**src/rtl/dmem_coherency_ctrl_pkg.sv**
```systemverilog
// dmem_coherency_ctrl_pkg: replay-entry layout shared by the coherency controller and its queues.
// An entry is {addr, data, funct3}; the address field is truncated to ADDR_W bits in storage.
package dmem_coherency_ctrl_pkg;

    localparam int DEF_ADDR_W  = 8;
    localparam int FUNCT3_LSB  = 0;
    localparam int DATA_LSB    = 3;
    localparam int ADDR_LSB    = 35;
    localparam int MAX_ENTRY_W = ADDR_LSB + 32;
    localparam int ENTRY_W     = DEF_ADDR_W + ADDR_LSB;

    typedef struct packed {
        logic [31:0] addr;
        logic [31:0] data;
        logic [2:0]  funct3;
    } store_t;

    function automatic logic [MAX_ENTRY_W-1:0] pack_entry(input store_t s);
        logic [MAX_ENTRY_W-1:0] e;
        e = '0;
        e[ADDR_LSB +: 32]  = s.addr;
        e[DATA_LSB +: 32]  = s.data;
        e[FUNCT3_LSB +: 3] = s.funct3;
        return e;
    endfunction

    function automatic store_t unpack_entry(input logic [MAX_ENTRY_W-1:0] e);
        store_t s;
        s.addr   = e[ADDR_LSB +: 32];
        s.data   = e[DATA_LSB +: 32];
        s.funct3 = e[FUNCT3_LSB +: 3];
        return s;
    endfunction

endpackage

```
**src/rtl/dmem_coherency_ctrl_replay_fifo.sv**
```systemverilog
// dmem_coherency_ctrl_replay_fifo: circular replay queue with single or double push and single pop.
// push2 only takes effect together with push; din lands first, din2 right behind it.
module dmem_coherency_ctrl_replay_fifo #(
    parameter int DEPTH = 4,
    parameter int W     = 43
) (
    input  logic         clk,
    input  logic         reset,
    input  logic         push,
    input  logic         push2,
    input  logic [W-1:0] din,
    input  logic [W-1:0] din2,
    input  logic         pop,
    output logic [W-1:0] dout,
    output logic         empty,
    output logic         full
);

    localparam int PW = $clog2(DEPTH);
    localparam int CW = $clog2(DEPTH + 1);

    logic [W-1:0]  mem [DEPTH];
    logic [PW-1:0] rptr, wptr, wptr1;
    logic [CW-1:0] count;
    logic          do_pop, do_push2;

    function automatic logic [PW-1:0] inc(input logic [PW-1:0] p);
        return (p == PW'(DEPTH - 1)) ? '0 : p + 1'b1;
    endfunction

    assign wptr1    = inc(wptr);
    assign do_pop   = pop & ~empty;
    assign do_push2 = push & push2;
    assign empty    = count == '0;
    assign full     = count == CW'(DEPTH);
    assign dout     = mem[rptr];

    always_ff @(posedge clk or negedge reset) begin
        if (!reset) begin
            rptr  <= '0;
            wptr  <= '0;
            count <= '0;
        end else begin
            if (push) wptr <= do_push2 ? inc(wptr1) : wptr1;
            if (do_pop) rptr <= inc(rptr);
            count <= count + CW'(push) + CW'(do_push2) - CW'(do_pop);
        end
    end

    // Storage needs no reset: dout is only consumed while the queue is non-empty.
    always_ff @(posedge clk) begin
        if (push) mem[wptr] <= din;
        if (do_push2) mem[wptr1] <= din2;
    end

endmodule

```
**src/rtl/dmem_coherency_ctrl.sv**
```systemverilog
// dmem_coherency_ctrl: mirrors every committed store of one rv32i core into the other core's DMEM
// by queueing it and replaying it through the target core's coherency inlet while that core is stalled.
module dmem_coherency_ctrl
    import dmem_coherency_ctrl_pkg::*;
#(
    parameter int DEPTH  = 4,
    parameter int ADDR_W = DEF_ADDR_W
) (
    input  logic        clk,
    input  logic        reset,
    input  logic [31:0] aluOutMem0,
    input  logic [31:0] dataBMem0,
    input  logic [2:0]  funct3Mem0,
    input  logic        dmemWren0,
    input  logic [31:0] aluOutMem1,
    input  logic [31:0] dataBMem1,
    input  logic [2:0]  funct3Mem1,
    input  logic        dmemWren1,
    output logic        extStall0,
    output logic [31:0] aluOutMemC0,
    output logic [31:0] dataBMemC0,
    output logic [2:0]  funct3MemC0,
    output logic        dmemWrenC0,
    output logic        extStall1,
    output logic [31:0] aluOutMemC1,
    output logic [31:0] dataBMemC1,
    output logic [2:0]  funct3MemC1,
    output logic        dmemWrenC1,
    output logic        busy
);

    localparam int EW = ADDR_W + ADDR_LSB;

    store_t        st0, st1, rd0, rd1;
    logic [EW-1:0] ent0, ent1, head0, head1;
    logic          empty0, full0, empty1, full1, acc0, acc1;

    assign st0  = '{aluOutMem0, dataBMem0, funct3Mem0};
    assign st1  = '{aluOutMem1, dataBMem1, funct3Mem1};
    assign ent0 = EW'(pack_entry(st0));
    assign ent1 = EW'(pack_entry(st1));

    // Stalls depend on queue state only, so core strobes never reach the outputs combinationally.
    assign extStall0 = ~empty0 | full1;
    assign extStall1 = ~empty1 | full0;
    assign acc0      = dmemWren0 & ~extStall0;
    assign acc1      = dmemWren1 & ~extStall1;
    assign busy      = ~empty0 | ~empty1;

    // On a collision Q0 takes core 1's store then core 0's, so both memories settle on core 0's value.
    dmem_coherency_ctrl_replay_fifo #(.DEPTH(DEPTH), .W(EW)) u_q0 (
        .clk   (clk),
        .reset (reset),
        .push  (acc1),
        .push2 (acc0),
        .din   (ent1),
        .din2  (ent0),
        .pop   (~empty0),
        .dout  (head0),
        .empty (empty0),
        .full  (full0)
    );

    dmem_coherency_ctrl_replay_fifo #(.DEPTH(DEPTH), .W(EW)) u_q1 (
        .clk   (clk),
        .reset (reset),
        .push  (acc0),
        .push2 (1'b0),
        .din   (ent0),
        .din2  (ent0),
        .pop   (~empty1),
        .dout  (head1),
        .empty (empty1),
        .full  (full1)
    );

    assign rd0 = unpack_entry(MAX_ENTRY_W'(head0));
    assign rd1 = unpack_entry(MAX_ENTRY_W'(head1));

    assign dmemWrenC0  = ~empty0;
    assign aluOutMemC0 = empty0 ? '0 : rd0.addr;
    assign dataBMemC0  = empty0 ? '0 : rd0.data;
    assign funct3MemC0 = empty0 ? '0 : rd0.funct3;
    assign dmemWrenC1  = ~empty1;
    assign aluOutMemC1 = empty1 ? '0 : rd1.addr;
    assign dataBMemC1  = empty1 ? '0 : rd1.data;
    assign funct3MemC1 = empty1 ? '0 : rd1.funct3;

endmodule

```
**config.mk**
```make
export PLATFORM = sky130hd
export DESIGN_NAME = dmem_coherency_ctrl
export DESIGN_NICKNAME = d
export VERILOG_FILES = /design/src/rtl/dmem_coherency_ctrl_pkg.sv /design/src/rtl/dmem_coherency_ctrl_replay_fifo.sv /design/src/rtl/dmem_coherency_ctrl.sv
export SDC_FILE = /design/constraint.sdc
export NUM_CORES = 1
export LEC_CHECK = 0
export BUFFER_PORTS_ARGS = -buffer_cell sky130_fd_sc_hd__buf_2
export CAP_MARGIN = 20
export CORE_MARGIN = 2
export CORE_UTILIZATION = 53
export DETAILED_ROUTE_END_ITERATION = 16
export PLACE_DENSITY = 0.73
export SKIP_CTS_REPAIR_TIMING = 1
export SLEW_MARGIN = 20
export SYNTH_ARGS = -nofsm -noshare
export SYNTH_HDL_FRONTEND = slang
export SYNTH_HIERARCHICAL = 1
export SYNTH_SLANG_ARGS = --single-unit
```
**constraint.sdc**
```tcl
create_clock -name clk -period 3.5 [get_ports clk]
set_input_delay 0.7 -clock clk [delete_from_list [all_inputs] [get_ports clk]]
set_output_delay 0.7 -clock clk [all_outputs]
set_load 0.05 [all_outputs]
```
---- After elaboration in Yosys (flattened, before gate mapping) ----
Memories as Yosys holds them, arrays and structs flattened.
Index checks and enable logic that the tools add are counted.
word-level totals
  flip-flop bits (word level) ............. 14
  bits in latches ......................... 0
  RAM bits ................................ 344
  bits in read-only memories .............. 0
  input bits .............................. 138
  output and inout port bits .............. 139
  logic and storage cells ................. 55
  memories kept ........................... 2
memories
  name      words  bits a word  read ports  clocked after memory_dff  write ports  line                                   RTL
  u_q0.mem  4      43           1           0                         2            dmem_coherency_ctrl_replay_fifo.sv:22  logic [W-1:0] mem [DEPTH];
  u_q1.mem  4      43           1           0                         1            dmem_coherency_ctrl_replay_fifo.sv:22
cells by class
  add/sub/neg operators ................... 10
  $mul .................................... 0
  div/mod/pow operators ................... 0
  $lt $le $gt $ge ......................... 0
  equality and inequality tests ........... 7
  shift-type cells ........................ 0
  muxes and demuxes ....................... 18
  bitwise operators ....................... 10
  reductions and logical operators ........ 2
operator list
  operator               count
  $mux W32               2
  $mux W8                2
  $mux W2                6
  $add A2 B1 Y2 const B  5
  $eq A2 B2 Y1 const B   5
  $add A3 B1 Y3          3
  $eq A3 B3 Y1 const B   2
  $logic_not A3 Y1       2
  $mux W1                6
  $mux W3                2
  $sub A3 B1 Y3          2
  $not A1 Y1             4
  $and A1 B1 Y1          3
  $or A1 B1 Y1           3

---- Logic depth before layout (Yosys ltp) ----
Gate-level depths: netlist (run 1).
  depth in word-level cells ............... 8
  depth in mapped cells ................... 10
  gate-level depth less buffers ........... 9

---- By module ----
The synthesis (run 1) kept the hierarchy.
modules (own cells, without submodules)
  module                           times used  cells each  area an instance (um^2)
  dmem_coherency_ctrl_replay_fifo  2           469         9649.3
  dmem_coherency_ctrl              1           152         1147.4

---- Least setup slack after synthesis (run 1) ----
Ideal clock, no wire load.
  path type ............................... reg-to-reg
  start point ............................. reg u_q0.count[1]
  end point ............................... mem u_q0.mem[2][0] (enable)
  arrival time ............................ 3.204 ns
  slack ................................... -0.147 ns
  stages on the path, launching flop included .. 7
  path through ............................ dfrtp_1 nor3_1 buf_2 and3b_1 buf_6 a21oi_1 nor2_1
RTL lines
  what                      line                                   RTL
  start: declaration        dmem_coherency_ctrl_replay_fifo.sv:24  logic [CW-1:0] count;
  start signal: assignment  dmem_coherency_ctrl_replay_fifo.sv:46  count <= count + CW'(push) + CW'(do_push2) - CW'(do_pop);
  end: declaration          dmem_coherency_ctrl_replay_fifo.sv:22

---- Worst setup path after layout (run 1) ----
  start point ............................. reg u_q0.rptr[0]
  end point ............................... out funct3MemC0[1]
between the ends
  cells in the longest elaborated chain, start to end .. 2
RTL lines
  what                      line                                   RTL
  start: declaration        dmem_coherency_ctrl_replay_fifo.sv:23  logic [PW-1:0] rptr, wptr, wptr1;
  start signal: assignment  dmem_coherency_ctrl_replay_fifo.sv:45  if (do_pop) rptr <= inc(rptr);
  $mem_v2 Z4 W43            n/a
  via head0[1]              dmem_coherency_ctrl.sv:35              logic [EW-1:0] ent0, ent1, head0, head1;
  $mux W3                   dmem_coherency_ctrl.sv:83              assign funct3MemC0 = empty0 ? '0 : rd0.funct3;
  end: declaration          dmem_coherency_ctrl.sv:22              output logic [2:0] funct3MemC0,
The timed path passes the listed nets, and every way through them passes these cells.

==> flow_metrics.env, run 1 <==
export IMPL_power_switching_share_pct=40.4
export IMPL_tightest_slew_ns=0.650
export IMPL_layout_drive_gt1_share_pct=58.4
export IMPL_numClockSinks=358
export IMPL_combPwrFrac_pct=44.0
export IMPL_ys_top_cells_by_count="344 x edfxtp_1, 320 x mux2_4, 86 x mux4_2"
export IMPL_grt_pass1_wl_um=62800
export IMPL_fmax_mhz=312
export IMPL_die_x_um=200
export IMPL_seq_power_share_pct=32.5
export IMPL_core_area_um2=37800
export IMPL_final_util_pct=59.7
export IMPL_synth_yosys_seq_area_share_pct=52.2
export IMPL_grt_overflow=0
export IMPL_hold_path_class="primary input to asynchronous set/reset pin"
export IMPL_num_io_pins=277
export IMPL_p_per_area_nw_per_um2=743
export IMPL_setup_tns_ns=0
export IMPL_postSynthCellCount=1090
export IMPL_worst_path_buf_inv=2
export IMPL_p_int_uw=9990
export IMPL_antenna_found_initial=4
export IMPL_gp_congestion=0.740
export IMPL_whs_ns=0.0611
export IMPL_synth_largest_area_cell="edfxtp_1"
export IMPL_drt_pass1_iterations=5
export IMPL_drc=0
export IMPL_drv_cap=0
export IMPL_crit_required_ns=2.80
export IMPL_cp_arrival_ns=2.51
export IMPL_start_util_pct=54.0
export IMPL_end_kind="primary output"
export IMPL_fillers=2875
export IMPL_yosysMostFrequentCell="edfxtp_1"
export IMPL_rsz0062_at_grt="false"
export IMPL_synthesis_area_um2=20400
export IMPL_clockBufferDepth=3
export IMPL_drt_iter0_drc=605
export IMPL_clkTransAtPathRegs_ns=0.06
export IMPL_vias=9761
export IMPL_hold_viol=0
export IMPL_max_stage_delay_ns=0.69
export IMPL_min_period_ns=3.21
export IMPL_ys_seq_elements=358
export IMPL_wire_per_inst_um=23.3
export IMPL_finalCritPeriodShare_pct=91.6
export IMPL_insertion_delay_ns=0.54
export IMPL_clockPowerShare_pct=23.5
export IMPL_postSynthAreaPerCell_um2=18.8
export IMPL_grt_max_degree=44
export IMPL_area_growth_pct=10.4
export IMPL_p_leak_uw=0.00931
export IMPL_synth_area_leaders="edfxtp_1 51%, mux2_4 23%, mux4_2 9.5%, buf_12 3.3%, buf_4 1.9%"
export IMPL_place_area_um2=21300
export IMPL_cts_tree="done"
export IMPL_via_per_inst=5.35
export IMPL_synthArstFlopShare_pct=3.91
export IMPL_yosysUniqueCellTypes=32
export IMPL_relSlewSlack_pct=56.6
export IMPL_ant_nets=0
export IMPL_final_nets=1437
export IMPL_root_buffer="clkbuf_16"
export IMPL_stdcell_count=1824
export IMPL_cp_max_fo=14
export IMPL_setup_viol=0
export IMPL_cts_buffers=40
export IMPL_dp_cells=1746
export IMPL_synth_enable_flop_cells=344
export IMPL_ir_drop_mv=0.608
export IMPL_yosysTopAreaCellShare_pct=50.5
export IMPL_status="finished, final reports clean"
export IMPL_drt_total_wl_um=42500
export IMPL_die_h_um=200
export IMPL_grtUsageTotal_pct=20.9
export IMPL_path_cells="buf_4, mux4_2, and2b_1, buf_2"
export IMPL_grt_pass1_vias=10087
export IMPL_yosysWarnings=6
export IMPL_design_area_um2=22600
export IMPL_path_class="flip-flop to primary output"
export IMPL_maxSlewViolCount=0
export IMPL_fin_skew_ns=0.0185
export IMPL_synth_flop_cell="edfxtp_1"
export IMPL_dieArea_um2=40200
export IMPL_critPathTopFamily="flip-flops"
export IMPL_htree_levels=2
export IMPL_rows=71
export IMPL_p_sw_uw=6780
export IMPL_io_buffers=180
export IMPL_slowest_stage="dfrtp_4"
export IMPL_dp_hpwl_um=25600
export IMPL_startpoint_type="flip-flop"
==> per-layer routing <==
layer  GRT usage (%)  vias up  share of wire (%)
met4            5.13        2                1.6
met2            36.1      225                 50
met3            3.80       48                4.7
met1            27.5     4972                 43
li1                -     4514                  -
met5               0        -              0.031
==> worst reg2reg max path: stages, from the launching register on <==
cell	delay [ns]
dfrtp_1	0.42
nor3_2	0.35
buf_4	0.27
and3b_1	0.34
and2_4	0.36
nand2_8	0.40
mux2_4	0.47
==> kinds of logic after synthesis <==
logic type | Yosys count | share of synthesized area, %
flip-flops | 358 | 52.2
buffers and inverters | 132 | 6.52
other | 1 | 0.0183
XOR/XNOR | 6 | 0.257
AND/OR/NAND/NOR | 123 | 4.69
adder cells (fa/ha/maj) | 20 | 1.37
multiplexers | 434 | 34.5
AO/OA/AOI/OAI | 16 | 0.392
==> final timing paths <==
check	from	to	slack (ns)	cells past startpoint
max	u_q0/rptr[0]	funct3MemC0[1]	0.29	4
min	reset	u_q0/count[2]	0.06	1
max reg2reg	u_q1/count[1]	u_q0/mem[0][23]	0.64	6
min reg2reg	u_q0/count[1]	u_q0/count[2]	0.64	2
max in group asynchronous	reset	u_q0/rptr[0]	3.15	1
min in group clk	dataBMem1[26]	u_q0/mem[1][29]	0.51	2
==> area by class of cell <==
class / instances / area [um2] / share of cell area [%]
tap: 511 / 639 / 2.83
multi-input combinational: 648 / 8680 / 38.5
sequential: 358 / 10700 / 47.3
antenna: 4 / 10.0 / 0.0443
clock buffer: 54 / 1110 / 4.94
timing repair buffer: 213 / 1260 / 5.56
clock inverter: 18 / 118 / 0.521
inverter: 18 / 67.6 / 0.299
==> power by group through the flow <==
| stage | Combinational (uW) | Sequential (uW) | Clock, uW |
|---|---|---|---|
| final | 7380 | 5450 | 3940 |
| after global routing | 7790 | 5490 | 4210 |
| after CTS | 7280 | 5530 | 4030 |
| after detailed placement | 7260 | 5620 | 0 |
| after global placement | 7220 | 5600 | 0 |
| after floorplan | 5960 | 5280 | 0 |
==> cells in the final DEF, fill, tap and decap left out, types with 7 or more instances in the layout <==
master       n
clkbuf_16   41
inv_1       18
mux2_2      28
nor2b_2     37
nor2b_1     43
edfxtp_1   344
buf_4       25
clkbuf_1     9
conb_1      49
ha_1        16
mux2_4     320
a21oi_1     12
dfrtp_1     10
clkinv_1     9
buf_12       7
mux4_2      86
nor2_4       8
buf_2      180
nand2_8      8
==> flip-flops by register name, indices dropped and copies added, names as in the netlist <==
register,cells
u_q0/mem,172
u_q0/rptr,2
u_q1/mem,172
u_q1/rptr,2
u_q1/wptr,2
u_q0/wptr,2
u_q1/count,3
u_q0/count,3
==> through the flow <==
step / setup WS, ns / total power [uW]
finish: 0.293 / 16800
global route: 0.145 / 17500
CTS: 0.0490 / 16800
detailed placement: 0.654 / 12900
global placement: 0.658 / 12800
floorplan: -0.0836 / 11200
No activity file was read; power rests on OpenSTA's default activity.
==> inputs of run 2 (changes only) <==
CORE_UTILIZATION = 52   (was 53)
SYNTH_HIERARCHICAL = not set   (was 1)
==> flow_metrics.env, run 2 <==
export IMPL_synth_area_leaders="edfxtp_1 60%, mux2_4 13%, mux4_2 11%, nor2b_1 3.1%, buf_4 2.3%"
export IMPL_hold_path_class="primary input to asynchronous set/reset pin"
export IMPL_clockBufferDepth=3
export IMPL_dieArea_um2=34400
export IMPL_fillers=2379
export IMPL_grt_overflow=0
export IMPL_final_nets=1232
export IMPL_layout_drive_gt1_share_pct=46.3
export IMPL_min_period_ns=3.30
export IMPL_yosysWarnings=0
export IMPL_largestRegisters="u_q0.mem: 172 flops, u_q1.mem: 172 flops"
export IMPL_clkTransAtPathRegs_ns=0.06
export IMPL_max_stage_delay_ns=0.74
export IMPL_yosysTopAreaCellShare_pct=60.3
export IMPL_gp_congestion=0.723
export IMPL_setup_viol=0
export IMPL_die_x_um=186
export IMPL_synthesis_area_um2=17100
export IMPL_grt_pass1_vias=8638
export IMPL_slowest_stage="dfrtp_4"
export IMPL_rsz0062_at_grt="false"
export IMPL_drt_total_wl_um=35200
export IMPL_fin_skew_ns=0.0140
export IMPL_cts_buffers=39
export IMPL_grtUsageTotal_pct=20.8
export IMPL_grt_max_degree=51
export IMPL_finalCritPeriodShare_pct=94.3
export IMPL_stdcell_count=1553
export IMPL_drt_pass1_iterations=4
export IMPL_vias=8389
export IMPL_antenna_found_initial=11
export IMPL_postSynthCellCount=882
export IMPL_synth_enable_flop_cells=344
export IMPL_yosysUniqueCellTypes=34
export IMPL_critPathTopFamily="flip-flops"
export IMPL_place_area_um2=18300
export IMPL_setup_tns_ns=0
export IMPL_synth_yosys_seq_area_share_pct=62.3
export IMPL_wire_per_inst_um=22.7
export IMPL_place_ws_ns=0.537
export IMPL_root_buffer="clkbuf_16"
export IMPL_worst_slack_ns=0.200
export IMPL_insertion_delay_ns=0.52
export IMPL_relSlewSlack_pct=48.3
export IMPL_htree_levels=2
export IMPL_design_area_um2=19500
export IMPL_ant_nets=0
export IMPL_cts_tree="done"
export IMPL_io_buffers=180
export IMPL_end_kind="primary output"
export IMPL_final_cell_mix="344 x edfxtp_1, 180 x buf_2, 150 x mux2_4, 86 x mux4_2, 86 x nor2b_1"
export IMPL_via_per_inst=5.40
export IMPL_dp_cells=1478
export IMPL_cp_arrival_ns=2.60
export IMPL_yosysMostFrequentCell="edfxtp_1"
export IMPL_synth_flop_cell="edfxtp_1"
export IMPL_worst_path_buf_inv=2
export IMPL_p_per_area_nw_per_um2=815
export IMPL_drt_iter0_drc=525
export IMPL_ir_drop_mv=0.649
export IMPL_postSynthAreaPerCell_um2=19.4
export IMPL_rows=66
export IMPL_maxSlewViolCount=0
export IMPL_drc=0
export IMPL_hold_viol=0
export IMPL_fmax_mhz=303
export IMPL_start_util_pct=52.7
export IMPL_die_h_um=186
export IMPL_synth_largest_area_cell="edfxtp_1"
export IMPL_p_leak_uw=0.00753
export IMPL_grt_pass1_wl_um=52600
export IMPL_path_class="flip-flop to primary output"
export IMPL_num_io_pins=277
export IMPL_status="finished, final reports clean"
export IMPL_crit_required_ns=2.80
export IMPL_path_cells="buf_4, mux4_2, nor2b_1, buf_2"
export IMPL_drv_cap=0
export IMPL_numClockSinks=358
export IMPL_ys_seq_elements=358
export IMPL_startpoint_type="flip-flop"
export IMPL_cp_max_fo=18
export IMPL_dp_hpwl_um=21700
export IMPL_tightest_slew_ns=0.776
export IMPL_final_common_cell="edfxtp_1"
export IMPL_ys_top_cells_by_count="344 x edfxtp_1, 150 x mux2_4, 86 x mux4_2, 86 x nor2b_1, 52 x buf_4"
export IMPL_area_growth_pct=13.8
export IMPL_core_area_um2=32500
export IMPL_synthArstFlopShare_pct=3.91
run 2: layer usage:
layer,global-route usage [%],wire length [um]
met1,26.8,14100
met2,35.9,17800
met4,5.80,685
met3,4.40,2600
met5,0,76
run 2: worst reg2reg max path: stages, from the launching register on:
cell and delay [ns]:
dfrtp_1 0.43, or3b_1 0.22, and3_1 0.57, nand3_4 0.43
nand2_4 0.72
run 2: final timing paths:
path,from,end,slack [ns],cells after the start
max reg2reg,u_q1.count[2],u_q0.mem[0][22],0.72,4
min,reset,u_q0.rptr[0],0.08,1
min in group clk,dataBMem0[29],u_q1.mem[2][32],0.45,1
min reg2reg,u_q0.count[2],u_q0.count[2],0.54,1
max in group asynchronous,reset,u_q1.rptr[0],3.14,1
max,u_q0.rptr[0],aluOutMemC0[1],0.20,4
run 2: final cells by class:
type,instances,area (um2),area share [%]
Clock buffer,47,1030,5.26
Antenna cell,5,12.5,0.0641
Tap cell,442,553,2.83
Clock inverter,23,221,1.13
Multi-Input combinational cell,458,5780,29.6
Timing Repair Buffer,204,1170,5.99
Sequential cell,358,10700,54.8
Inverter,16,60.1,0.308
run 2: logic make-up after synthesis:
group	synth area share, %
AOI/OAI and AO/OA	0.234
xor gates and xnor gates	0.256
DFF	62.3
other	0.0219
adders and majority gates	1.37
buffers and inverters	5.26
and+or+nand+nor	4.49
muxes	26.1
run 2: power breakdown:
part / internal (uW) / total [uW] / switching, uW
combinational: 2120 / 6440 / 4320
clock: 2390 / 4000 / 1610
sequential: 5040 / 5460 / 413
run 2: through the flow:
stage | hold WS [ns] | total power [uW] | utilization (%)
after floorplan | 0.404 | 10500 | -
after global placement | 0.537 | 12000 | 56.1
after detailed placement | 0.538 | 12100 | 56.1
after CTS | 0.0727 | 16100 | 59.9
after global routing | 0.0925 | 16500 | 60.0
final | 0.0762 | 15900 | 60.0
